## src/rtl/gorf_sample_server.sv

```systemverilog
// Gorf speech-sample responder: serves 16-bit reads from 64-bit DDRAM lines
// through a single-line cache; all outputs are registered.
module gorf_sample_server #(
    parameter logic [28:0] BASE_ADDR = 29'h0600_0000
) (
    input  logic        CLK,
    input  logic        I_RESET_L,
    input  logic        s_enable,
    input  logic [23:0] s_addr,
    input  logic        s_read,
    output logic [15:0] s_data,
    output logic        s_ready,
    output logic        s_busy,
    output logic [28:0] DDRAM_ADDR,
    output logic [7:0]  DDRAM_BURSTCNT,
    output logic        DDRAM_RD,
    input  logic        DDRAM_BUSY,
    input  logic [63:0] DDRAM_DOUT,
    input  logic        DDRAM_DOUT_READY
);

    typedef enum logic [1:0] {StIdle, StIssue, StWait, StResp} state_e;

    state_e      state_q, state_d;
    logic [15:0] s_data_q, s_data_d;
    logic        s_ready_q, s_ready_d;
    logic        s_busy_q, s_busy_d;
    logic        rd_q, rd_d;
    logic [28:0] ddr_addr_q, ddr_addr_d;
    logic [63:0] line_q, line_d;
    logic [20:0] tag_q, tag_d;
    logic [20:0] req_tag_q, req_tag_d;
    logic        valid_q, valid_d;
    logic [1:0]  word_sel_q, word_sel_d;
    logic        abort_q, abort_d;
    logic        aborting;

    function automatic logic [15:0] word_of(input logic [63:0] line, input logic [1:0] sel);
        case (sel)
            2'd0:    word_of = line[15:0];
            2'd1:    word_of = line[31:16];
            2'd2:    word_of = line[47:32];
            default: word_of = line[63:48];
        endcase
    endfunction

    // Once s_enable drops mid-transaction the response is suppressed even if it returns.
    assign aborting = abort_q || !s_enable;

    always_comb begin
        state_d    = state_q;
        s_data_d   = s_data_q;
        s_ready_d  = 1'b0;
        s_busy_d   = s_busy_q;
        rd_d       = rd_q;
        ddr_addr_d = ddr_addr_q;
        line_d     = line_q;
        tag_d      = tag_q;
        req_tag_d  = req_tag_q;
        valid_d    = valid_q && s_enable;
        word_sel_d = word_sel_q;
        abort_d    = abort_q;

        unique case (state_q)
            StIdle: begin
                if (s_read && s_enable) begin
                    word_sel_d = s_addr[2:1];
                    req_tag_d  = s_addr[23:3];
                    if (valid_q && (tag_q == s_addr[23:3])) begin
                        s_data_d  = word_of(line_q, s_addr[2:1]);
                        s_ready_d = 1'b1;
                        state_d   = StResp;
                    end else begin
                        ddr_addr_d = BASE_ADDR + {8'b0, s_addr[23:3]};
                        rd_d       = 1'b1;
                        s_busy_d   = 1'b1;
                        abort_d    = 1'b0;
                        state_d    = StIssue;
                    end
                end
            end
            StIssue: begin
                abort_d = aborting;
                if (!DDRAM_BUSY) begin
                    rd_d    = 1'b0;
                    state_d = StWait;
                end
            end
            StWait: begin
                abort_d = aborting;
                if (DDRAM_DOUT_READY) begin
                    line_d   = DDRAM_DOUT;
                    tag_d    = req_tag_q;
                    s_busy_d = 1'b0;
                    if (aborting) begin
                        state_d = StIdle;
                    end else begin
                        valid_d   = 1'b1;
                        s_data_d  = word_of(DDRAM_DOUT, word_sel_q);
                        s_ready_d = 1'b1;
                        state_d   = StResp;
                    end
                end
            end
            StResp: begin
                state_d = StIdle;
            end
            default: state_d = StIdle;
        endcase
    end

    always_ff @(posedge CLK or negedge I_RESET_L) begin
        if (!I_RESET_L) begin
            state_q    <= StIdle;
            s_data_q   <= '0;
            s_ready_q  <= 1'b0;
            s_busy_q   <= 1'b0;
            rd_q       <= 1'b0;
            ddr_addr_q <= '0;
            line_q     <= '0;
            tag_q      <= '0;
            req_tag_q  <= '0;
            valid_q    <= 1'b0;
            word_sel_q <= '0;
            abort_q    <= 1'b0;
        end else begin
            state_q    <= state_d;
            s_data_q   <= s_data_d;
            s_ready_q  <= s_ready_d;
            s_busy_q   <= s_busy_d;
            rd_q       <= rd_d;
            ddr_addr_q <= ddr_addr_d;
            line_q     <= line_d;
            tag_q      <= tag_d;
            req_tag_q  <= req_tag_d;
            valid_q    <= valid_d;
            word_sel_q <= word_sel_d;
            abort_q    <= abort_d;
        end
    end

    assign s_data         = s_data_q;
    assign s_ready        = s_ready_q;
    assign s_busy         = s_busy_q;
    assign DDRAM_RD       = rd_q;
    assign DDRAM_ADDR     = ddr_addr_q;
    assign DDRAM_BURSTCNT = 8'd1;

endmodule

```

## config.mk

```make
export PLATFORM = sky130hd
export DESIGN_NAME = gorf_sample_server
export DESIGN_NICKNAME = d
export VERILOG_FILES = /design/src/rtl/gorf_sample_server.sv
export SDC_FILE = /design/constraint.sdc
export NUM_CORES = 1
export LEC_CHECK = 0
export BUFFER_PORTS_ARGS = -buffer_cell sky130_fd_sc_hd__buf_4
export CORE_AREA = 4 4 127 129
export CTS_BUF_LIST = sky130_fd_sc_hd__clkbuf_8
export DETAILED_ROUTE_END_ITERATION = 16
export DIE_AREA = 0 0 131 133
export GPL_ROUTABILITY_DRIVEN = 0
export GPL_TIMING_DRIVEN = 0
export PLACE_DENSITY = 0.81
export SLEW_MARGIN = 10
export SYNTH_ARGS = -nofsm -noshare
export SYNTH_HDL_FRONTEND = slang
export SYNTH_SLANG_ARGS = --single-unit
```

## constraint.sdc

```tcl
create_clock -name CLK -period 2.3 [get_ports CLK]
set_clock_uncertainty 0.2 [all_clocks]
set_input_delay 0.23 -clock CLK [delete_from_list [all_inputs] [get_ports CLK]]
set_output_delay 0.23 -clock CLK [all_outputs]
set_load 0.03 [all_outputs]
```

==> results by group, run 1 <==
STA
  • Transition time of the tightest slew-check pin: ~790 ps
  • Count of final setup violators: 27
  • Max frequency: between 0.4 and 0.5 GHz
  • Hold Vio Cnt, Final: 0
  • RSZ-0062 raised after global routing: true
  • Setup slack after layout: -113 ps
  • Post-layout minimum cycle time: 2410 ps
  • Total negative slack for setup checks: -1630 ps
  • Final cycle utilization of the critical path: 105%
  • Final number of max-transition violations: 0
  • Worst relative slew slack: 47.6%

Setup path
  • Highest net fanout along the worst path: 6
  • Element type at the critical path start: flip-flop
  • Class of the most critical setup path: flip-flop to flip-flop
  • Delay of the slowest critical-path stage: 390 ps
  • Crit path top cell by count: buf_12
  • Required @ worst endpoint: 2440 ps
  • Worst-path cell chain: xor2_1 -> nor4_2 -> nand4_1 -> or2_4 -> a21oi_4 -> buf_12 -> buf_12 -> mux2_2
  • Worst Setup End Kind: flip-flop
  • CP max-delay cell: dfrtp_1
  • Arrival time at the worst endpoint: 2550 ps

Logic synthesis
  • Area of the mapped netlist: 0.00712 sq mm
  • Simple-gate portion of the synthesized area: 1.55%
  • Synth Area per Inst: roughly 16 sq um
  • Dominant combinational cell family by area after synthesis: multiplexers
  • Area share of the leading cell type in the synthesized netlist: 53.8%
  • Share of the synthesized area in compound gates (AO/OA/AOI/OAI): 1.71%
  • Synth Register Bits: 153
  • Number of synthesized flops with an enable pin: 0
  • Post-synthesis mux area share: 36.1%
  • Main flop type after synthesis: dfrtp_1
  • Fraction of synthesis flops using an asynchronous set or reset pin: 100%
  • Biggest area consumer among synthesized cells: dfrtp_1
  • Ranking of synthesized cells by area: dfrtp_1 54%, mux2_2 24%, mux4_2 10%, xor2_1 2.5%, mux2_4 2.1%
  • Cells after synthesis: about 460
  • Synth Area in Adders: 0.527%
  • Number of warnings printed during yosys synthesis: 0
  • Register area share after synthesis: between 50 and 60%
  • Synthesized-area fraction occupied by xor and xnor cells: 2.58%
  • Synth unique cells: 31

Pwr
  • Power density over the cells: 1220 mW/mm^2
  • Leakage power total: between 4 and 5 nW
  • Overall power of the completed layout: 12.1 mW
  • Peak VDD IR: 0.699 mV

Clocking
  • Maximum level of the CTS H-tree: 4
  • Worst-skew pair later-pin latency: 450 ps
  • Number of clock sinks: approximately 150
  • Clock Pin Slew Worst Setup and Hold Paths: ~80 ps
  • Clock buffer depth: 2
  • TritonCTS Buffers: 17
  • TritonCTS clock tree: yes
  • CTS Root Buffer Type: clkbuf_8

Die
  • Die width: 131 um
  • Initial cell density of the core: 47.3%
  • Die Y: 133 um
  • Number of ports placed on the die boundary: 150
  • Die Outline Area: 0.0174 sq mm
  • Row count: 45
  • Core box area: 0.0150 sq mm

Detailed routing
  • Top routing layer in use: met4
  • Wire per inst: 19.9 um
  • Routed length on met3: 1230 um
  • Detailed-routing wirelength on met1: 7470 um
  • Total iterations of the first detailed-routing run: 4
  • Number of nets with antenna violations after routing: 0
  • Average via count per standard cell: 5.32
  • Detailed Route Iter0 Violations: 238
  • DRC: 0
  • Metal2 WL: 9110 um
  • Routed via count: 4864
  • Total length of routed wires: 18200 um

Placed design
  • Worst-case setup slack after placement: -444 ps
  • Inst Count DP: approximately 790
  • Number of buffer cells added on primary ports: 131
  • Detail Placement HPWL: about 11000 um

Finish
  • Leading cell type in the layout, fill and taps excluded: dfrtp_1
  • Post-route insts no fill: 915
  • Number of nets in the final layout: 810
  • Number of fill cells in the layout: 1030
  • Fraction of layout cells with a size suffix above 1: 54.8%
  • Leading cell types in the layout, fill and taps excluded: 153 x dfrtp_1, 150 x mux2_2, 149 x buf_4
  • Synthesis-to-finish area growth: 38.8%
  • Final core occ: between 60 and 70%

Status
  • Status: complete, but fails checks
  • Violated checks: setup timing

Global routing
  • Number of antenna violations at the first check in global routing: 1
  • Maximum number of pins on one net before global-route repair: 105
  • GRT overflow: 0
  • Global-route wire length before repair: 29200 um
  • Overall routing resource usage: between 20% and 30%
  • Vias in the first global route: 5491

Hold path
  • Min-Delay Path Class: input port to flip-flop

Job
  • Max-cap viol count: 0
## cell type report
| cell class | count | area [sq um] | area share (%) |
|---|---|---|---|
| Tap cell | 188 | 235 | 2.38 |
| Multi-Input combinational cell | 269 | 3110 | 31.5 |
| Clock inverter | 15 | 164 | 1.66 |
| Inverter | 4 | 15.0 | 0.152 |
| Antenna cell | 1 | 2.50 | 0.0253 |
| Sequential cell | 153 | 3830 | 38.8 |
| Timing Repair Buffer | 228 | 2010 | 20.3 |
| Buffer | 40 | 275 | 2.79 |
| Clock buffer | 17 | 234 | 2.37 |
## path summary, 6_finish.rpt
check,startpoint,endpoint,slack (ps),cells after the start
worst max-delay path,tag_q[0]$_DFFE_PN0P_,s_data[1]$_DFFE_PN0P_,-110,8
worst min-delay path,s_read,word_sel_q[0]$_DFFE_PN0P_,40,3
worst max register to register,tag_q[0]$_DFFE_PN0P_,s_data[1]$_DFFE_PN0P_,-110,8
worst min register to register,valid_q$_DFF_PN0_,valid_q$_DFF_PN0_,300,1
max in group asynchronous,I_RESET_L,tag_q[9]$_DFFE_PN0P_,980,3
min in group asynchronous,I_RESET_L,s_data[12]$_DFFE_PN0P_,60,2
## per-stage QoR
step / instance area [sq um] / hold slack (ps)
CTS: 9840 / 11.2
finish: 9880 / 43.7
global route: 9880 / 26.3
floorplan: 7170 / -266
detailed placement: 8420 / -36.6
global placement: 8390 / 272
## power breakdown
| part | switching [mW] | internal [mW] | leakage, nW |
|---|---|---|---|
| Clock | 0.999 | 1.06 | 0.212 |
| Sequential | 0.763 | 4.03 | 1.83 |
| Combinational | 2.32 | 2.92 | 2.39 |
| Total | 4.08 | 8.01 | 4.43 |
## cell usage after synthesis (2+ instances only)
cell and count:
xor2_1 20, nor4_1 5, mux4_2 32, mux2_4 10
clkbuf_1 12, mux2_2 151, o21ai_0 6, buf_2 9
ha_1 3, inv_1 4, buf_1 5, nor2_1 6
conb_1 2, dfrtp_1 153, nand2_1 5, o2bb2ai_1 3
buf_4 15, nand3_1 2
## critical path: cells and delay by family (launching register included)
kind                   cells  cell delay, ps
AO/OA/AOI/OAI              1             140
XOR/XNOR                   1             160
buffers and inverters      2             260
flip-flops                 1             390
multiplexers               1             320
AND/OR/NAND/NOR            3             820
## timing repair
action                                 CTS  global route
resized for setup                       18            14
setup endpoints to repair               85            77
setup buffers                            3             2
pin swaps                                1             1
endpoints found under the hold margin  265             0
gates cloned                             1             0
hold buffers                            90             0
## logic make-up (layout without fill, tap and decap cells)
logic type                 count (synthesis)  after routing
adders and majority gates                  3              3
buffers and inverters                     46            304
DFF                                      153            153
AOI/OAI and AO/OA                         16             16
xor gates and xnor gates                  21             21
and+or+nand+nor                           22             22
muxes                                    193            193
other                                      2             15
## layer usage
layer | global-route usage, % | vias up
met1 | 27.3 | 2496
li1 | - | 2148
met5 | 0 | -
met2 | 36.6 | 188
met3 | 6.74 | 32
met4 | 6.63 | 0
## registers in the layout, indices dropped and copies added (netlist names)
register and flops:
DDRAM_ADDR 22, DDRAM_RD 1, abort_q 1, line_q 64, req_tag_q 21, s_busy 1
s_data 16, s_ready 1, state_q 2, tag_q 21, valid_q 1, word_sel_q 2
No activity file was read; power rests on OpenSTA's default activity.
==> run 2, diff against run 1 <==
SKIP_CTS_REPAIR_TIMING = 1   (was not set)
==> run 2 against run 1 <==
Compared with the run above:
- worst setup slack worse by 21 ps
- cell area hardly changed
- first-iteration DRC count is 13% higher
- die area stayed put
- clock power hardly changed
- the flow still finishes with violations (setup timing)
==> results by group, run 2 (synthesis gave the netlist of run 1 again) <==
Finish
  • Synthesis-to-finish area growth: 38.7%
  • Fraction of layout cells with a size suffix above 1: 54.8%
  • Leading cell types in the layout, fill and taps excluded: 153 x dfrtp_1, 150 x mux2_2, 147 x buf_4
  • Post-route insts no fill: 915
  • Largest register FFs: 64
  • Number of nets in the final layout: 810
  • Leading cell type in the layout, fill and taps excluded: dfrtp_1
  • Register with the most flip-flops: line_q

Clocking
  • CTS Root Buffer Type: clkbuf_8
  • Clock buffer depth: 2
  • Number of clock sinks: 153
  • TritonCTS clock tree: yes
  • TritonCTS Buffers: 17
  • Clock Pin Slew Worst Setup and Hold Paths: 90 ps
  • Maximum level of the CTS H-tree: 4
  • Worst-skew pair later-pin latency: about 460 ps

Die
  • Core box area: 0.0150 sq mm
  • Initial cell density of the core: ~47%
  • Die width: 131 um
  • Number of ports placed on the die boundary: 150
  • Die Outline Area: 0.0174 sq mm
  • Row count: 45
  • Die Y: 133 um

Pwr
  • Power density over the cells: 1230 mW/mm^2
  • Peak VDD IR: 0.858 mV
  • Overall power of the completed layout: 12.1 mW
  • Leakage power total: 4.43 nW

Setup path
  • Crit path top cell by count: buf_12
  • Class of the most critical setup path: flip-flop to flip-flop
  • CP max-delay cell: dfrtp_1
  • Element type at the critical path start: flip-flop
  • Worst-path cell chain: xor2_1 -> nor4_2 -> nand4_1 -> or2_4 -> a21oi_4 -> buf_12 -> buf_12 -> mux2_2
  • Required @ worst endpoint: 2450 ps
  • Worst Setup End Kind: flip-flop
  • Arrival time at the worst endpoint: 2580 ps
  • Highest net fanout along the worst path: 6
  • Delay of the slowest critical-path stage: about 400 ps

STA
  • Worst relative slew slack: 44.3%
  • Count of final setup violators: 16
  • Setup slack after layout: -134 ps
  • Final number of max-transition violations: 0
  • Max frequency: 0.411 GHz
  • Transition time of the tightest slew-check pin: 836 ps
  • Hold Vio Cnt, Final: 0
  • Final cycle utilization of the critical path: 106%
  • Post-layout minimum cycle time: approximately 2400 ps
  • RSZ-0062 raised after global routing: true

Detailed routing
  • Total length of routed wires: ~18000 um
  • Number of nets with antenna violations after routing: 0
  • Detailed Route Iter0 Violations: 269
  • DRC: 0
  • Average via count per standard cell: between 5 and 6
  • Wire per inst: about 20 um
  • Routed via count: 4876
  • Total iterations of the first detailed-routing run: 4

Global routing
  • GRT overflow: 0
  • Maximum number of pins on one net before global-route repair: 105
  • Vias in the first global route: 4876
  • Number of antenna violations at the first check in global routing: 1
  • Global-route wire length before repair: 25600 um
  • Overall routing resource usage: 19.3%

Status
  • Status: complete, but fails checks
  • Violated checks: setup timing

Placed design
  • Worst-case setup slack after placement: -444 ps
  • Number of buffer cells added on primary ports: 131
  • Detail Placement HPWL: 11400 um
  • Inst Count DP: about 790

Job
  • Max-cap viol count: 0

Hold path
  • Min-Delay Path Class: input port to flip-flop
## run 2: changes by cell type in the layout (fill, tap and decap cells not counted)
cell / delta
clkbuf_1: +1
dlygate4sd3_1: -1
clkbuf_4: +1
clkbuf_16: +1
buf_6: +1
buf_4: -2
buf_16: -1
o21ai_1: -1
o21ai_0: +1
## run 2: cell type report
cell class / count / area [sq um]
repair buffers: 226 / 1990
flip-flops and latches: 153 / 3830
clock inverters: 15 / 164
multi-input cells: 269 / 3110
inverters: 4 / 15.0
well taps: 188 / 235
plain buffers: 42 / 290
fillers: 1042 / 5160
diodes: 1 / 2.50
clock buffers: 17 / 234
## run 2: stage by stage
step	setup TNS (ps)	hold slack, ps	instance area, sq um	util [%]
after floorplan	0	-266	7170	-
after global placement	-26400	272	8390	55.8
after detailed placement	-30210	-36.6	8420	56.0
after CTS	-31250	-545	8820	58.7
after global routing	-2940	36.1	9870	65.7
final	-1920	45.8	9870	65.7
## run 2: path summary, 6_finish.rpt
kind | slack, ps | startpoint | depth (start not counted) | end
max | -130 | tag_q[3]$_DFFE_PN0P_ | 8 | s_data[1]$_DFFE_PN0P_
min | 50 | s_read | 4 | req_tag_q[20]$_DFFE_PN0P_
max reg2reg | -130 | tag_q[3]$_DFFE_PN0P_ | 8 | s_data[1]$_DFFE_PN0P_
min reg2reg | 300 | valid_q$_DFF_PN0_ | 1 | valid_q$_DFF_PN0_
max in group asynchronous | 1000 | I_RESET_L | 3 | tag_q[8]$_DFFE_PN0P_
min in group asynchronous | 60 | I_RESET_L | 2 | s_data[12]$_DFFE_PN0P_
## run 2: critical path: cells and delay by family (launching register included)
family	cells	cell delay, ps
multiplexers	1	320
AO/OA/AOI/OAI	1	140
XOR/XNOR	1	160
flip-flops	1	400
AND/OR/NAND/NOR	3	840
buffers and inverters	2	260
## run 2: per-layer routing
metal	wire length [um]	up-vias	track usage [%]
met2	9300	205	31.9
met1	7540	2485	24.2
li1	-	2156	-
met5	0	-	0
met3	1280	30	6.70
met4	303	0	5.14
## run 2: power by group
group,internal [mW],leakage [nW],total (mW),switching (mW)
clock network,1.06,0.212,2.07,1.01
registers,4.03,1.83,4.79,0.752
logic,2.92,2.39,5.28,2.36
total,8.01,4.43,12.1,4.12
==> run 3, diff against run 2 <==
CORE_AREA = 4 4 114 144   (was 4 4 127 129)
DIE_AREA = 0 0 118 148   (was 0 0 131 133)
PLACE_DENSITY = 0.8   (was 0.81)
==> run 3 against run 2 <==
Compared with the run above:
- the run still ends with setup timing left
- via count down 1.8%
- routed wire length down 2.1%
- hold slack worse by 19 ps
- core utilization up 0.75 points
- clock power up 7%
- clock-buffer cell count up 2
- first-iteration DRC count down 14%
- flip-flop and latch count unchanged
- total power up 0.93%
- sequential power about the same
==> results by group, run 3 (synthesis gave the netlist of run 1 again) <==
Pwr
  • Overall power of the completed layout: 12.2 mW
  • Peak VDD IR: 0.766 mV
  • Leakage power total: ~4.4 nW
  • Power density over the cells: roughly 1200 mW/mm^2

Setup path
  • Start point of the critical path: word_sel_q[1]$_DFFE_PN0P_
  • Worst-path cell chain: clkbuf_1 -> clkbuf_2 -> mux4_2 -> mux2_2 -> mux2_4
  • Delay of the slowest critical-path stage: 450 ps
  • Startpoint of the worst-slack reg-to-reg timing path: word_sel_q[1]$_DFFE_PN0P_
  • Bufs and invs on worst path: 2
  • Required @ worst endpoint: 2430 ps
  • Dominant delay contributor by cell family on the critical path: multiplexers
  • CP max-delay cell: clkbuf_1
  • Element type at the critical path start: flip-flop
  • Class of the most critical setup path: flip-flop to flip-flop
  • Worst Setup End Kind: flip-flop
  • Highest net fanout along the worst path: 10
  • Arrival time at the worst endpoint: between 2000 and 3000 ps

Finish
  • Final design area excluding fillers: 0.00989 sq mm
  • Number of nets in the final layout: 809
  • Post-route insts no fill: 908
  • Leading cell types in the layout, fill and taps excluded: 153 x dfrtp_1, 147 x buf_4, 145 x mux2_2
  • Largest register FFs: 64
  • Leading cell type in the layout, fill and taps excluded: dfrtp_1
  • Fraction of layout cells with a size suffix above 1: around 55%
  • Register with the most flip-flops: line_q
  • Synthesis-to-finish area growth: 38.9%

STA
  • Worst relative slew slack: between 40% and 50%
  • RSZ-0062 raised after global routing: true
  • Hold slack final: 27.1 ps
  • Final cycle utilization of the critical path: 105%
  • Max frequency: around 0.41 GHz
  • Final number of max-transition violations: 0
  • Setup slack after layout: -123 ps
  • Hold Vio Cnt, Final: 0
  • Transition time of the tightest slew-check pin: 821 ps
  • Count of final setup violators: 16
  • Post-layout minimum cycle time: 2420 ps

Hold path
  • Beginning of the worst hold path: s_enable
  • Min-Delay Path Class: input port to flip-flop

Detailed routing
  • Detailed-routing wirelength on met1: 7140 um
  • Number of nets with antenna violations after routing: 0
  • Routed via count: 4787
  • Total length of routed wires: roughly 18000 um
  • Top routing layer in use: met4
  • Routed length on met3: 1010 um
  • Metal2 WL: 9500 um
  • DRC: 0
  • Wire per inst: 19.9 um
  • Average via count per standard cell: around 5.3
  • Total iterations of the first detailed-routing run: 4
  • Detailed Route Iter0 Violations: 232

Placed design
  • Placed standard-cell area: 0.00841 sq mm
  • Number of buffer cells added on primary ports: 131
  • Detail Placement HPWL: 11900 um
  • Inst Count DP: 782

Die
  • Initial cell density of the core: 47.8%
  • Die Y: 148 um
  • Number of ports placed on the die boundary: 150
  • Row count: 50
  • Die Outline Area: ~0.017 sq mm
  • Die width: roughly 120 um
  • Core box area: 0.0149 sq mm

Status
  • Status: complete, but fails checks
  • Violated checks: setup timing

Clocking
  • CTS Root Buffer Type: clkbuf_8
  • Number of clock sinks: about 150
  • Maximum level of the CTS H-tree: 4
  • Clock buffer depth: 2
  • Clock Pin Slew Worst Setup and Hold Paths: 80 ps
  • TritonCTS Buffers: 17
  • TritonCTS clock tree: yes
  • Worst-skew pair later-pin latency: 440 ps

Global routing
  • Overall routing resource usage: 19.5%
  • Vias in the first global route: 5036
  • Maximum number of pins on one net before global-route repair: 105
  • Global-route wire length before repair: 26200 um
  • GRT overflow: 0
  • Number of antenna violations at the first check in global routing: 1

Job
  • Max-cap viol count: 0
[run 3: cell count changes in the layout (fill, tap and decap cells not counted), moves of 2 or more]
cell        change
clkbuf_8        +2
mux2_2          -5
clkbuf_2        +2
clkinv_2        +4
clkinvlp_4      +2
inv_1           -5
mux2_4          +5
clkinv_4        -3
clkbuf_4        -3
[run 3: worst paths after layout]
| path | endpoint | slack (ps) | depth (start not counted) |
|---|---|---|---|
| worst max-delay path | s_data[8]$_DFFE_PN0P_ | -120 | 5 |
| worst min-delay path | s_ready$_DFF_PN0_ | 30 | 3 |
| worst max register to register | s_data[8]$_DFFE_PN0P_ | -120 | 5 |
| worst min register to register | line_q[37]$_DFFE_PN0P_ | 300 | 1 |
| max in group asynchronous | tag_q[4]$_DFFE_PN0P_ | 980 | 3 |
| min in group asynchronous | line_q[9]$_DFFE_PN0P_ | 70 | 2 |
[run 3: cell type report]
cell class | count | area (sq um)
sequential | 153 | 3830
multi-input combinational | 269 | 3140
timing repair buffer | 225 | 1950
clock buffer | 19 | 262
buffer | 42 | 287
tap | 182 | 228
fill | 1036 | 5000
inverter | 4 | 15.0
clock inverter | 13 | 175
antenna | 1 | 2.50
[run 3: worst reg2reg max path, cell delays in order (launching register included)]
cell and delay [ps]:
dfrtp_1 340, clkbuf_1 450, clkbuf_2 420, mux4_2 360, mux2_2 290, mux2_4 260
[run 3: metal layers]
layer	vias up	global-route usage, %
met3	41	6.16
met1	2443	21.9
li1	2151	-
met2	152	34.9
met5	-	0
met4	0	7.45
[run 3: through the flow]
stage | utilization (%) | setup TNS (ps) | setup slack (ps)
final | 66.4 | -1310 | -123
after global routing | 66.4 | -2940 | -204
after CTS | 59.4 | -29000 | -447
after detailed placement | 56.5 | -27390 | -419
after global placement | 56.3 | -24170 | -387
after floorplan | - | 0 | 88.6
[run 3: power breakdown]
part	total, mW	internal (mW)	switching (mW)
combinational	5.28	2.91	2.36
sequential	4.76	4.03	0.728
clock	2.21	1.23	0.977
